File: src/rtl/ssd_scan_ctrl.sv
// N-digit seven-segment scan controller: frame-synchronous double-buffered
// digits, per-digit enable, leading-zero blanking and PWM brightness.
module ssd_scan_ctrl #(
  parameter int N_DIGITS = 4,
  parameter int SCAN_DIV = 18,
  parameter int BRIGHT_W = 3
) (
  input  logic                  clk,
  input  logic                  rst_n,
  input  logic [4*N_DIGITS-1:0] value_i,
  input  logic [N_DIGITS-1:0]   dp_i,
  input  logic                  load_i,
  input  logic [N_DIGITS-1:0]   digit_en_i,
  input  logic                  blank_lz_i,
  input  logic [BRIGHT_W-1:0]   brightness_i,
  output logic [N_DIGITS-1:0]   an_o,
  output logic [7:0]            cathodes_o,
  output logic                  frame_start_o
);
  localparam int IW = (N_DIGITS > 1) ? $clog2(N_DIGITS) : 1;
  localparam logic [IW-1:0] LAST = IW'(N_DIGITS - 1);

  logic [SCAN_DIV-1:0]   cnt_q, cnt_d;
  logic [IW-1:0]         idx_q, idx_d;
  logic [4*N_DIGITS-1:0] pend_val_q, pend_val_d, act_val_q, act_val_d;
  logic [N_DIGITS-1:0]   pend_dp_q, pend_dp_d, act_dp_q, act_dp_d;
  logic [N_DIGITS-1:0]   an_q, an_d;
  logic [7:0]            cath_q, cath_d;
  logic                  fs_q, fs_d;
  logic                  wrap;
  logic [N_DIGITS:1]     lz;
  logic [N_DIGITS-1:0]   dark;
  logic [3:0]            nib;
  logic                  dp_sel, dark_sel, pwm_on;

  function automatic logic [6:0] hex7(input logic [3:0] h);
    case (h)
      4'h0: hex7 = 7'b0000001;  4'h1: hex7 = 7'b1001111;
      4'h2: hex7 = 7'b0010010;  4'h3: hex7 = 7'b0000110;
      4'h4: hex7 = 7'b1001100;  4'h5: hex7 = 7'b0100100;
      4'h6: hex7 = 7'b0100000;  4'h7: hex7 = 7'b0001111;
      4'h8: hex7 = 7'b0000000;  4'h9: hex7 = 7'b0000100;
      4'hA: hex7 = 7'b0001000;  4'hB: hex7 = 7'b1100000;
      4'hC: hex7 = 7'b0110001;  4'hD: hex7 = 7'b1000010;
      4'hE: hex7 = 7'b0110000;  default: hex7 = 7'b0111000;
    endcase
  endfunction

  // Slot counter; the digit index steps on the last clock of each slot.
  always_comb begin
    cnt_d = cnt_q + 1'b1;
    idx_d = idx_q;
    wrap  = 1'b0;
    if (&cnt_q) begin
      if (idx_q == '0) begin
        idx_d = LAST;
        wrap  = 1'b1;
      end else begin
        idx_d = idx_q - 1'b1;
      end
    end
  end

  // A load on the wrap cycle lands in the active buffer for the new frame.
  always_comb begin
    pend_val_d = pend_val_q;
    pend_dp_d  = pend_dp_q;
    act_val_d  = act_val_q;
    act_dp_d   = act_dp_q;
    if (load_i) begin
      pend_val_d = value_i;
      pend_dp_d  = dp_i;
    end
    if (wrap) begin
      act_val_d = pend_val_d;
      act_dp_d  = pend_dp_d;
    end
  end

  assign lz[N_DIGITS] = (act_val_q[4*(N_DIGITS-1) +: 4] == 4'h0);
  for (genvar d = 0; d < N_DIGITS; d++) begin : g_dig
    if (d == 0) begin : g_lsd
      assign dark[d] = ~digit_en_i[d];
    end else begin : g_hi
      if (d < N_DIGITS - 1) begin : g_chain
        assign lz[d + 1] = lz[d + 2] & (act_val_q[4*d +: 4] == 4'h0);
      end
      assign dark[d] = ~digit_en_i[d] | (blank_lz_i & lz[d + 1]);
    end
  end

  always_comb begin
    nib      = 4'h0;
    dp_sel   = 1'b0;
    dark_sel = 1'b1;
    for (int d = 0; d < N_DIGITS; d++) begin
      if (idx_q == IW'(d)) begin
        nib      = act_val_q[4*d +: 4];
        dp_sel   = act_dp_q[d];
        dark_sel = dark[d];
      end
    end
    pwm_on = (cnt_q[SCAN_DIV-1 -: BRIGHT_W] <= brightness_i);
    an_d   = '1;
    cath_d = 8'hFF;
    if (pwm_on && !dark_sel) begin
      for (int d = 0; d < N_DIGITS; d++) begin
        if (idx_q == IW'(d)) an_d[d] = 1'b0;
      end
      cath_d = {hex7(nib), ~dp_sel};
    end
    fs_d = wrap;
  end

  always_ff @(posedge clk or negedge rst_n) begin
    if (!rst_n) begin
      cnt_q      <= '0;
      idx_q      <= LAST;
      pend_val_q <= '0;
      pend_dp_q  <= '0;
      act_val_q  <= '0;
      act_dp_q   <= '0;
      an_q       <= '1;
      cath_q     <= 8'hFF;
      fs_q       <= 1'b0;
    end else begin
      cnt_q      <= cnt_d;
      idx_q      <= idx_d;
      pend_val_q <= pend_val_d;
      pend_dp_q  <= pend_dp_d;
      act_val_q  <= act_val_d;
      act_dp_q   <= act_dp_d;
      an_q       <= an_d;
      cath_q     <= cath_d;
      fs_q       <= fs_d;
    end
  end

  assign an_o          = an_q;
  assign cathodes_o    = cath_q;
  assign frame_start_o = fs_q;
endmodule

File: config.mk
export PLATFORM = sky130hd
export DESIGN_NAME = ssd_scan_ctrl
export DESIGN_NICKNAME = d
export VERILOG_FILES = /design/src/rtl/ssd_scan_ctrl.sv
export SDC_FILE = /design/constraint.sdc
export NUM_CORES = 1
export LEC_CHECK = 0
export ABC_AREA = 1
export CORE_UTILIZATION = 60
export CTS_BUF_LIST = sky130_fd_sc_hd__clkbuf_2
export DETAILED_ROUTE_END_ITERATION = 10
export PLACE_DENSITY = 0.82
export SYNTH_ARGS = -nofsm -noshare
export SYNTH_HDL_FRONTEND = slang
export SYNTH_SLANG_ARGS = --single-unit
File: constraint.sdc
create_clock -name clk -period 3.9 [get_ports clk]
set_input_delay 0.585 -clock clk [delete_from_list [all_inputs] [get_ports clk]]
set_output_delay 0.585 -clock clk [all_outputs]
set_load 0.01 [all_outputs]
==> metrics.yaml <==
cts-buffers-inserted: 9
core_um2: 5642
synth.distinct_cells: 30
synthCells: 423
slew_viol_final: 0
cp.buffers_inverters: 4
hold_viol: 0
initial_core_util_pct: 63.89
power_switching_share_pct: 25.13
worstPathArrival_ps: 2810
cp_slowest_stage_delay_ps: 600
pwr-share-clk_pct: 26.6
htreeDepth: 3
dr_wl_met2_mm: 3.153
cts.sinks: 73
path_clk_slew_ps: 180
vdd_drop_max_v: 0.0002306
cp_cell_sequence: "inv_1, ha_1, inv_1, nand2_1, nand3_1, nand2_1, nand2_1, inv_1, ha_1, nand3_1, nand2_1, nand2_1, nand2_1, inv_1, nand2_1"
setup_viol: 0
p_int_mw: 0.9110
highest_layer: "met4"
std_cell_rows: 27
gp_congestion: 0.8712
die_h_um: 79.51
fin_crit_ps: 2396
switchingPower_mw: 0.3057
post_cts_buffers: 0
slew_headroom_pct: 27.72
grt_pass1_vias: 2563
place_inst: 526
cts_tree: "done"
end_kind: "flop"
ys_ff_latch: 73
cp.depth: 15
final_common_cell: "nand2_1"
place_hpwl_mm: 4.708
clk_latency_ps: 510
root_buffer: "clkbuf_2"
ys_warn_count: 0
cpLargestDelayFamily: "simple AND/OR/NAND/NOR gates"
die_area_um2: 6322
cts.hold.buffers_added: 0
cp-start-kind: "flop"
synth.yosys.seq_area_share_pct: 51.16
final_cell_mix: "155 x nand2_1, 59 x dfrtp_1, 51 x inv_1"
first_iter_violations: 138
grt_max_degree: 53
antenna_found_initial: 0
maxCapViolations: 0
grt_util_all_layers_pct: 23.56
drt-met1-wl_mm: 2.856
total_power_mw: 1.217
wl_mm: 6.396
worst_path_max_delay_cell: "dfstp_2"
diodes: 0
vias_per_cell: 4.884
final_layout_size_suffix_gt1_share_pct: 12.77
post-place-ws_ps: 1275
power-per-cell-area_nw_per_um2: 295.1
cts_max_path_buffers: 2
crit_top_cell: "nand2_1"
rsz0062_at_grt: "no"
fin_tns_setup_ps: 0
finalWorstSetupSlack_ps: 1504
fin_crit_sh_pct: 61.44
criticalPathCategory: "flop to flop"
cts_resized: 0
fmax_mhz: 417.3
area_growth_pct: 14.37
routedWlPerCell_um: 11.80
worst_pin_slew_ps: 1084
nFillCells: 431
cp_max_fo: 8
mappedNetlistNets: 468
crit_required_ps: 4310
final_util_pct: 73.08
ios: 44
routed-via-count: 2647
firstDrtPassIters: 4
seqPwrFrac_pct: 64.8
avgSynthCellArea_um2: 8.522
min_path_type: "input pin to async pin"
drc_errors: 0
final_antenna_net_count: 0
status: "finished, final reports clean"
rr_worst_depth: 15
stdcell_count: 542
grt_pass1_wl_mm: 11.26
p_comb_share_pct: 8.6
clock_skew_ps: 15.58
netlist_area_um2: 3605
die_w_um: 79.51
io_buffers: 43
gr-total-overflow: 0
final_net_count: 510
met3_length_um: 306
p_leak_nw: 2.100
Yosys cell counts, drive strengths merged:
master  number  share of area (%)
nand2      157                 16
dfrtp       59                 41
inv         52                5.4
nor2        29                3.4
o21ai       26                5.7
nand3       22                3.5
a21oi       14                2.0
dfstp       14                 10
ha          14                4.9
xor2         9                2.2
buf          8                1.9
clkbuf       6               0.62
nor3         3               0.42
xnor2        3               0.73
nand4        2               0.35
and2         1               0.17
and3         1               0.17
nor3b        1               0.52
o21a         1               0.21
or2          1               0.17
metrics by stage:
step / instance area, µm² / hold slack (ps)
global route: 4123 / 332.7
floorplan: 3605 / 289.4
detailed placement: 4045 / 444.6
finish: 4123 / 255.9
CTS: 4123 / 264.8
global placement: 4045 / 433.9
per-layer routing:
| metal | up-vias | track usage (%) |
|---|---|---|
| li1 | 1391 | - |
| met1 | 1187 | 28.60 |
| met2 | 61 | 40.68 |
| met3 | 8 | 6.171 |
| met4 | 0 | 7.455 |
| met5 | - | 0 |
power by group through the flow:
stage               Sequential (mW)  Combinational (mW)  Clock, mW
detailed placement            0.802               0.106          0
global placement              0.801               0.103          0
floorplan                     0.803              0.0414          0
global route                  0.790               0.121      0.364
CTS                           0.789               0.107      0.335
finish                        0.788               0.104      0.324
sequential cells by signal, summed over array words and instances, names as in the netlist:
| signal | count |
|---|---|
| act_dp_q | 4 |
| frame_start_o | 1 |
| pend_val_q | 16 |
| cnt_q | 18 |
| cathodes_o | 8 |
| an_o | 4 |
| pend_dp_q | 4 |
| act_val_q | 16 |
| idx_q | 2 |
worst reg2reg max path: cells and delay by family (launching register included):
family | cells | cell delay, ps
buffers and inverters | 4 | 400
DFF | 1 | 600
and+or+nand+nor | 9 | 740
adders and majority gates | 2 | 560
cell type report:
| type | count | area (µm²) | area share (%) |
|---|---|---|---|
| timing repair buffer | 45 | 440.4 | 10.68 |
| clock inverter | 5 | 22.52 | 0.5463 |
| sequential | 73 | 1844 | 44.73 |
| inverter | 52 | 195.2 | 4.734 |
| tap | 72 | 90.09 | 2.185 |
| multi-input combinational | 284 | 1475 | 35.78 |
| clock buffer | 11 | 55.05 | 1.335 |
final timing paths:
check | from | endpoint | slack (ps)
worst min register to register | cnt_q[0] | cnt_q[0] | 460
worst min-delay path | rst_n | act_dp_q[3] | 260
worst max-delay path | idx_q[1] | cathodes_o[7] | 1500
worst max register to register | idx_q[1] | cathodes_o[7] | 1500
min in group clk | cnt_q[0] | cnt_q[0] | 460
max in group asynchronous | rst_n | pend_dp_q[0] | 2770
cells by family (layout without fill, tap and decap cells):
kind of cell | after synthesis | in the layout | synth area share, %
XOR/XNOR | 12 | 12 | 2.916
AND/OR/NAND/NOR | 217 | 217 | 25.20
buffers and inverters | 66 | 113 | 7.914
AO/OA/AOI/OAI | 41 | 41 | 7.949
flip-flops | 73 | 73 | 51.16
adder cells (fa/ha/maj) | 14 | 14 | 4.859
Note: power is estimated with default switching activity, not from simulation.
